[src/rtl/wb_write_arbiter_pkg.sv]
// wb_pkg: shared widths, write-back request record and source selector.
package wb_pkg;
  localparam int XLEN = 32;
  localparam int REG_AW = 5;
  typedef struct packed {
    logic [REG_AW-1:0] rd;
    logic [XLEN-1:0]   data;
  } wb_req_t;
  typedef enum logic [1:0] {SRC_NONE, SRC_ALU, SRC_FIFO, SRC_BYP} wb_src_t;
endpackage

[src/rtl/wb_write_arbiter_if.sv]
// wb_write_arbiter_if: ALU/multi-cycle result inputs and register file write port.
interface wb_write_arbiter_if #(parameter int DEPTH = 4);
  import wb_pkg::*;
  logic                    alu_valid;
  logic [REG_AW-1:0]       alu_rd;
  logic [XLEN-1:0]         alu_data;
  logic                    alu_stall;
  logic                    mc_valid;
  logic                    mc_ready;
  logic [REG_AW-1:0]       mc_rd;
  logic [XLEN-1:0]         mc_data;
  logic                    RegWrite;
  logic [REG_AW-1:0]       write_register;
  logic [XLEN-1:0]         write_data;
  logic [$clog2(DEPTH):0]  fifo_count;
  modport master (
    output alu_valid, alu_rd, alu_data, mc_valid, mc_rd, mc_data,
    input  alu_stall, mc_ready, RegWrite, write_register, write_data, fifo_count
  );
  modport slave (
    input  alu_valid, alu_rd, alu_data, mc_valid, mc_rd, mc_data,
    output alu_stall, mc_ready, RegWrite, write_register, write_data, fifo_count
  );
endinterface

[src/rtl/wb_write_arbiter_fifo.sv]
// wb_fifo: buffer of pending multi-cycle results; pointers wrap by natural overflow.
module wb_fifo
  import wb_pkg::*;
#(
  parameter int DEPTH = 4
) (
  input  logic                   clk,
  input  logic                   reset,
  input  logic                   push_i,
  input  logic                   pop_i,
  input  wb_req_t                din_i,
  output wb_req_t                head_o,
  output logic                   full_o,
  output logic                   empty_o,
  output logic [$clog2(DEPTH):0] count_o
);
  localparam int PW = $clog2(DEPTH);
  localparam int CW = PW + 1;
  wb_req_t mem_q [DEPTH];
  logic [PW-1:0] wp_q, rp_q;
  logic [CW-1:0] count_q;
  always_ff @(posedge clk)
    if (push_i) mem_q[wp_q] <= din_i;
  always_ff @(posedge clk or negedge reset)
    if (!reset) begin
      wp_q    <= '0;
      rp_q    <= '0;
      count_q <= '0;
    end else begin
      wp_q    <= push_i ? wp_q + PW'(1) : wp_q;
      rp_q    <= pop_i ? rp_q + PW'(1) : rp_q;
      count_q <= count_q + CW'(push_i) - CW'(pop_i);
    end
  assign head_o  = mem_q[rp_q];
  assign full_o  = count_q == CW'(DEPTH);
  assign empty_o = count_q == '0;
  assign count_o = count_q;
endmodule

[src/rtl/wb_write_arbiter.sv]
// wb_write_arbiter: merges ALU and buffered multi-cycle results onto the single
// register file write port, with a head-age guard that forces the FIFO to drain.
module wb_write_arbiter
  import wb_pkg::*;
#(
  parameter int DEPTH      = 4,
  parameter int STARVE_MAX = 8
) (
  input logic               clk,
  input logic               reset,
  wb_write_arbiter_if.slave bus
);
  localparam int AW = $clog2(STARVE_MAX + 1);
  logic [AW-1:0] age_q, age_d;
  logic we_q;
  logic [REG_AW-1:0] wr_q;
  logic [XLEN-1:0] wd_q;
  logic full, empty, push, pop, mc_ok;
  logic [$clog2(DEPTH):0] count;
  wb_req_t head, sel;
  wb_src_t src;
  wb_fifo #(.DEPTH(DEPTH)) u_fifo (
    .clk(clk), .reset(reset), .push_i(push), .pop_i(pop),
    .din_i({bus.mc_rd, bus.mc_data}), .head_o(head),
    .full_o(full), .empty_o(empty), .count_o(count)
  );
  assign bus.alu_stall = age_q == AW'(STARVE_MAX);
  // ready looks only at registered occupancy, so a same-cycle pop never frees a slot
  assign bus.mc_ready  = !full;
  assign mc_ok = bus.mc_valid && !full && bus.mc_rd != '0;
  always_comb begin
    src = (bus.alu_valid && bus.alu_rd != '0 && !bus.alu_stall) ? SRC_ALU
        : !empty ? SRC_FIFO
        : mc_ok ? SRC_BYP : SRC_NONE;
    sel = src == SRC_FIFO ? head
        : src == SRC_ALU ? {bus.alu_rd, bus.alu_data} : {bus.mc_rd, bus.mc_data};
    pop = src == SRC_FIFO;
    push = mc_ok && src != SRC_BYP;
    age_d = (empty || pop) ? '0 : bus.alu_stall ? age_q : age_q + AW'(1);
  end
  always_ff @(posedge clk or negedge reset)
    if (!reset) begin
      age_q <= '0;
      we_q  <= 1'b0;
      wr_q  <= '0;
      wd_q  <= '0;
    end else begin
      age_q <= age_d;
      we_q  <= src != SRC_NONE;
      if (src != SRC_NONE) {wr_q, wd_q} <= sel;
    end
  assign bus.RegWrite       = we_q;
  assign bus.write_register = wr_q;
  assign bus.write_data     = wd_q;
  assign bus.fifo_count     = count;
endmodule

[src/flat_wrapper.sv]
// flat-port wrapper written by rule: the top's interface ports become plain ports
module wb_write_arbiter_flat import wb_pkg::*;
#(
  parameter int DEPTH      = 4,
  parameter int STARVE_MAX = 8
)
  (clk, reset, bus_alu_valid, bus_alu_rd, bus_alu_data, bus_mc_valid, bus_mc_rd, bus_mc_data, bus_alu_stall, bus_mc_ready, bus_RegWrite, bus_write_register, bus_write_data, bus_fifo_count);
  wb_write_arbiter_if #(.DEPTH(DEPTH)) bus_i ();
  input logic clk;
  input logic reset;
  input wire logic [$bits(bus_i.alu_valid)-1:0] bus_alu_valid;
  input wire logic [$bits(bus_i.alu_rd)-1:0] bus_alu_rd;
  input wire logic [$bits(bus_i.alu_data)-1:0] bus_alu_data;
  input wire logic [$bits(bus_i.mc_valid)-1:0] bus_mc_valid;
  input wire logic [$bits(bus_i.mc_rd)-1:0] bus_mc_rd;
  input wire logic [$bits(bus_i.mc_data)-1:0] bus_mc_data;
  output wire logic [$bits(bus_i.alu_stall)-1:0] bus_alu_stall;
  output wire logic [$bits(bus_i.mc_ready)-1:0] bus_mc_ready;
  output wire logic [$bits(bus_i.RegWrite)-1:0] bus_RegWrite;
  output wire logic [$bits(bus_i.write_register)-1:0] bus_write_register;
  output wire logic [$bits(bus_i.write_data)-1:0] bus_write_data;
  output wire logic [$bits(bus_i.fifo_count)-1:0] bus_fifo_count;
  assign bus_i.alu_valid = bus_alu_valid;
  assign bus_i.alu_rd = bus_alu_rd;
  assign bus_i.alu_data = bus_alu_data;
  assign bus_i.mc_valid = bus_mc_valid;
  assign bus_i.mc_rd = bus_mc_rd;
  assign bus_i.mc_data = bus_mc_data;
  assign bus_alu_stall = bus_i.alu_stall;
  assign bus_mc_ready = bus_i.mc_ready;
  assign bus_RegWrite = bus_i.RegWrite;
  assign bus_write_register = bus_i.write_register;
  assign bus_write_data = bus_i.write_data;
  assign bus_fifo_count = bus_i.fifo_count;
  wb_write_arbiter #(.DEPTH(DEPTH), .STARVE_MAX(STARVE_MAX)) u_core (.clk(clk), .reset(reset), .bus(bus_i));
endmodule
[config.mk]
export PLATFORM = sky130hd
export DESIGN_NAME = wb_write_arbiter_flat
export DESIGN_NICKNAME = d
export VERILOG_FILES = /design/src/rtl/wb_write_arbiter_pkg.sv /design/src/rtl/wb_write_arbiter_if.sv /design/src/rtl/wb_write_arbiter_fifo.sv /design/src/rtl/wb_write_arbiter.sv /design/src/flat_wrapper.sv
export SDC_FILE = /design/constraint.sdc
export NUM_CORES = 1
export LEC_CHECK = 0
export BUFFER_PORTS_ARGS = -buffer_cell sky130_fd_sc_hd__buf_2
export CAP_MARGIN = 0
export CORE_MARGIN = 2
export CORE_UTILIZATION = 51
export CTS_BUF_LIST = sky130_fd_sc_hd__clkbuf_4 sky130_fd_sc_hd__clkbuf_8
export CTS_CLUSTER_SIZE = 40
export DETAILED_ROUTE_END_ITERATION = 12
export PLACE_DENSITY = 0.76
export SETUP_SLACK_MARGIN = 0.4
export SYNTH_ARGS = -nofsm -noshare
export SYNTH_HDL_FRONTEND = slang
export SYNTH_HIERARCHICAL = 1
export SYNTH_SLANG_ARGS = --single-unit
[constraint.sdc]
create_clock -name clk -period 5.2 [get_ports clk]
set_input_delay 0.52 -clock clk [delete_from_list [all_inputs] [get_ports clk]]
set_output_delay 0.52 -clock clk [all_outputs]
set_load 0.02 [all_outputs]
==> impl_metrics.tcl <==
set metrics [dict create \
    hp-class "primary input to asynchronous set/reset pin" \
    grtUsageMet1 0.255 \
    cts_tree "done" \
    combPwrFrac 0.344 \
    clkLatencyLatePin_ns 0.45 \
    dpl.hpwl_um 9740 \
    synth_cell_types 33 \
    critPathKind "flop to flop" \
    finalNonFillerCells 769 \
    viasPerCell 5.47 \
    power_frac_seq 0.465 \
    area_growth_pct 14.5 \
    routed_wl_um 15400 \
    p_total_mw 5.15 \
    synth_area_sq_mm 0.00829 \
    cts_resized 0 \
    htreeDepth 4 \
    die_w_um 131 \
    fin_nets 626 \
    hold_viol 0 \
    p_sw_mw 1.64 \
    r2r_slack_ns 2.09 \
    end_kind "flop" \
    ant_nets 0 \
    finalMaxSlewViolations 0 \
    required_ns 5.27 \
    arrival_ns 3.19 \
    tightestPinTransition_ns 1.07 \
    setup_violations 0 \
    grt_use_total 0.184 \
    fp.coreArea_sq_mm 0.0159 \
    max-cap-violations 0 \
    finalCoreUtilization 0.598 \
    reg2regPathDepth 6 \
    cts.clk_slew.worst_paths_ns 0.10 \
    intPower_mw 3.51 \
    routedWlPerCell_um 20.0 \
    cts_setup_buffers 0 \
    rsz0062_at_grt "false" \
    relSlewSlack 0.289 \
    start_util 0.522 \
    final_common_cell "edfxtp_1" \
    dr_total_vias 4204 \
    finClkSkew_ns 0.00952 \
    ys_warn_count 6 \
    syn_inst 416 \
    chipHeight_um 131 \
    placedCellCount 736 \
    grt_antenna_before_repair 1 \
    cts-buffers-inserted 17 \
    cts.sinks 197 \
    grt_max_degree 50 \
    drc 0 \
    grt-busiest-layer "met2" \
    yosys.area.top_type "edfxtp_1" \
    yosysTopAreaCellShare 0.536 \
    critPathMaxFanout 37 \
    clockRootBuffer "clkbuf_8" \
    port_buffers 120 \
    met2_usage 0.298 \
    switching_share 0.318 \
    power.share.clock 0.191 \
    clock.fmax_mhz 321 \
    period_minus_slack_ns 3.11 \
    synth_nets 503 \
    leakage_nw 3.55 \
    worstSetupStartpointType "flop" \
    seq_area_frac_synth 0.684 \
    synth.avg_cell_area_sq_um 19.9 \
    dr.pass1.iters 4 \
    grt_pass1_wl_um 24400 \
    final.period_utilization 0.599 \
    final_cell_mix "edfxtp_1 (148), buf_2 (120), mux2_2 (86), dfrtp_1 (47), mux4_2 (37)" \
    clk_path_buf_depth 2 \
    fp-row-count 46 \
    grt_pass1_vias 4473 \
    holdBufCountCts 0 \
    yosys-top-cells-area "edfxtp_1 (54%), dfrtp_1 (15%), mux2_2 (12%), mux4_2 (10%), mux2_4 (1.8%)" \
    tns_ns 0 \
    place.gp.congestion 0.762 \
    powerDensity_mw_per_mm2 543 \
    status "finished clean" \
    ios 121 \
    use_met3 0.0367 \
    ys_ff_latch 197 \
    die-area_sq_mm 0.0173 \
    gr-total-overflow 0 \
    drt_iter0_drc 271 \
    ir_worst_vdd_uv 488 \
    layout-drive-gt1-share 0.543 \
]
-- synthesized netlist by cell type --
master    count
or4_4         1
o211ai_1      1
mux2_1       11
and3_1        1
mux2i_1       2
nor2b_1       1
o211ai_4      1
xnor2_1       4
clkbuf_1      5
dfrtp_1      49
xor2_1        3
a32o_1        1
fa_1          1
buf_2         8
a31oi_1       2
buf_4         3
nand2_1       2
inv_1        11
edfxtp_1    148
nor3_1        4
buf_6         4
nor3b_1       1
a21oi_1       1
nand3_1       2
and2_1        4
or4_1         1
nand3b_1      1
mux4_2       37
mux2_2       86
mux2_4       10
buf_1         1
ha_1          8
o21ai_0       1
-- power by group through the flow --
stage	combinational, mW	clock (mW)	sequential (mW)
after floorplan	1.22	0	2.48
after global placement	1.75	0	2.41
after detailed placement	1.79	0	2.44
after CTS	1.80	1.01	2.41
after global routing	1.90	1.06	2.45
final	1.77	0.985	2.40
-- flip-flops by register name, indices dropped and copies added (netlist names) --
name	flops
u_core/u_fifo/mem_q	148
u_core/bus.write_register	5
u_core/u_fifo/wp_q	2
u_core/u_fifo/count_o	3
u_core/age_q	4
u_core/u_fifo/rp_q	2
u_core/bus.write_data	32
u_core/bus.RegWrite	1
-- cell families after synthesis --
kind of cell / count (synthesis) / share of synthesized area
AND/OR/NAND/NOR: 18 / 0.0131
buffers and inverters: 32 / 0.0207
multiplexers: 146 / 0.253
adder cells (fa/ha/maj): 9 / 0.0145
XOR/XNOR: 7 / 0.00740
AO/OA/AOI/OAI: 7 / 0.00740
flip-flops: 197 / 0.684
-- critical path, stage by stage (launching register included) --
cell and delay, ns:
dfrtp_1 0.40, inv_1 0.06, ha_1 0.19, nand3b_1 0.24, o211ai_4 0.33, a21oi_1 0.55, and2_2 0.96
-- worst paths after layout --
| kind | start | endpoint |
|---|---|---|
| setup / recovery | u_core/age_q[0]$_DFFE_PN0P_ | u_core/u_fifo/mem_q[3][9]$_DFFE_PP_ |
| hold / removal | reset | u_core/u_fifo/count_o[0]$_DFF_PN0_ |
| setup reg to reg | u_core/age_q[0]$_DFFE_PN0P_ | u_core/u_fifo/mem_q[3][9]$_DFFE_PP_ |
| hold reg to reg | u_core/bus.write_data[0]$_DFFE_PN0P_ | u_core/bus.write_data[0]$_DFFE_PN0P_ |
| max in group asynchronous | reset | u_core/u_fifo/rp_q[1]$_DFFE_PN0P_ |
| min in group clk | bus_mc_data[19] | u_core/u_fifo/mem_q[3][19]$_DFFE_PP_ |
-- routing by layer --
layer,vias up,share of wire
li1,1886,-
met1,2190,0.45
met2,118,0.50
met3,10,0.042
met4,0,0.0076
met5,-,0
-- through the flow --
| stage | worst slack, ns | cell area (sq um) | hold WS [ns] |
|---|---|---|---|
| final | 2.09 | 9490 | 0.185 |
| after global routing | 1.82 | 9490 | 0.222 |
| after detailed placement | 1.79 | 9080 | 0.469 |
| after global placement | 1.89 | 9080 | 0.465 |
| after floorplan | 2.33 | 8290 | 0.224 |
| after CTS | 2.04 | 9490 | 0.189 |
-- final cells by class --
type | instances | area (sq um)
Timing Repair Buffer | 125 | 638
Clock inverter | 13 | 144
Fill cell | 1197 | 6390
Tap cell | 216 | 270
Multi-Input combinational cell | 187 | 2460
Clock buffer | 19 | 262
Antenna cell | 1 | 2.50
Inverter | 11 | 41.3
Sequential cell | 197 | 5670
Power figures use the tool's default switching activity.
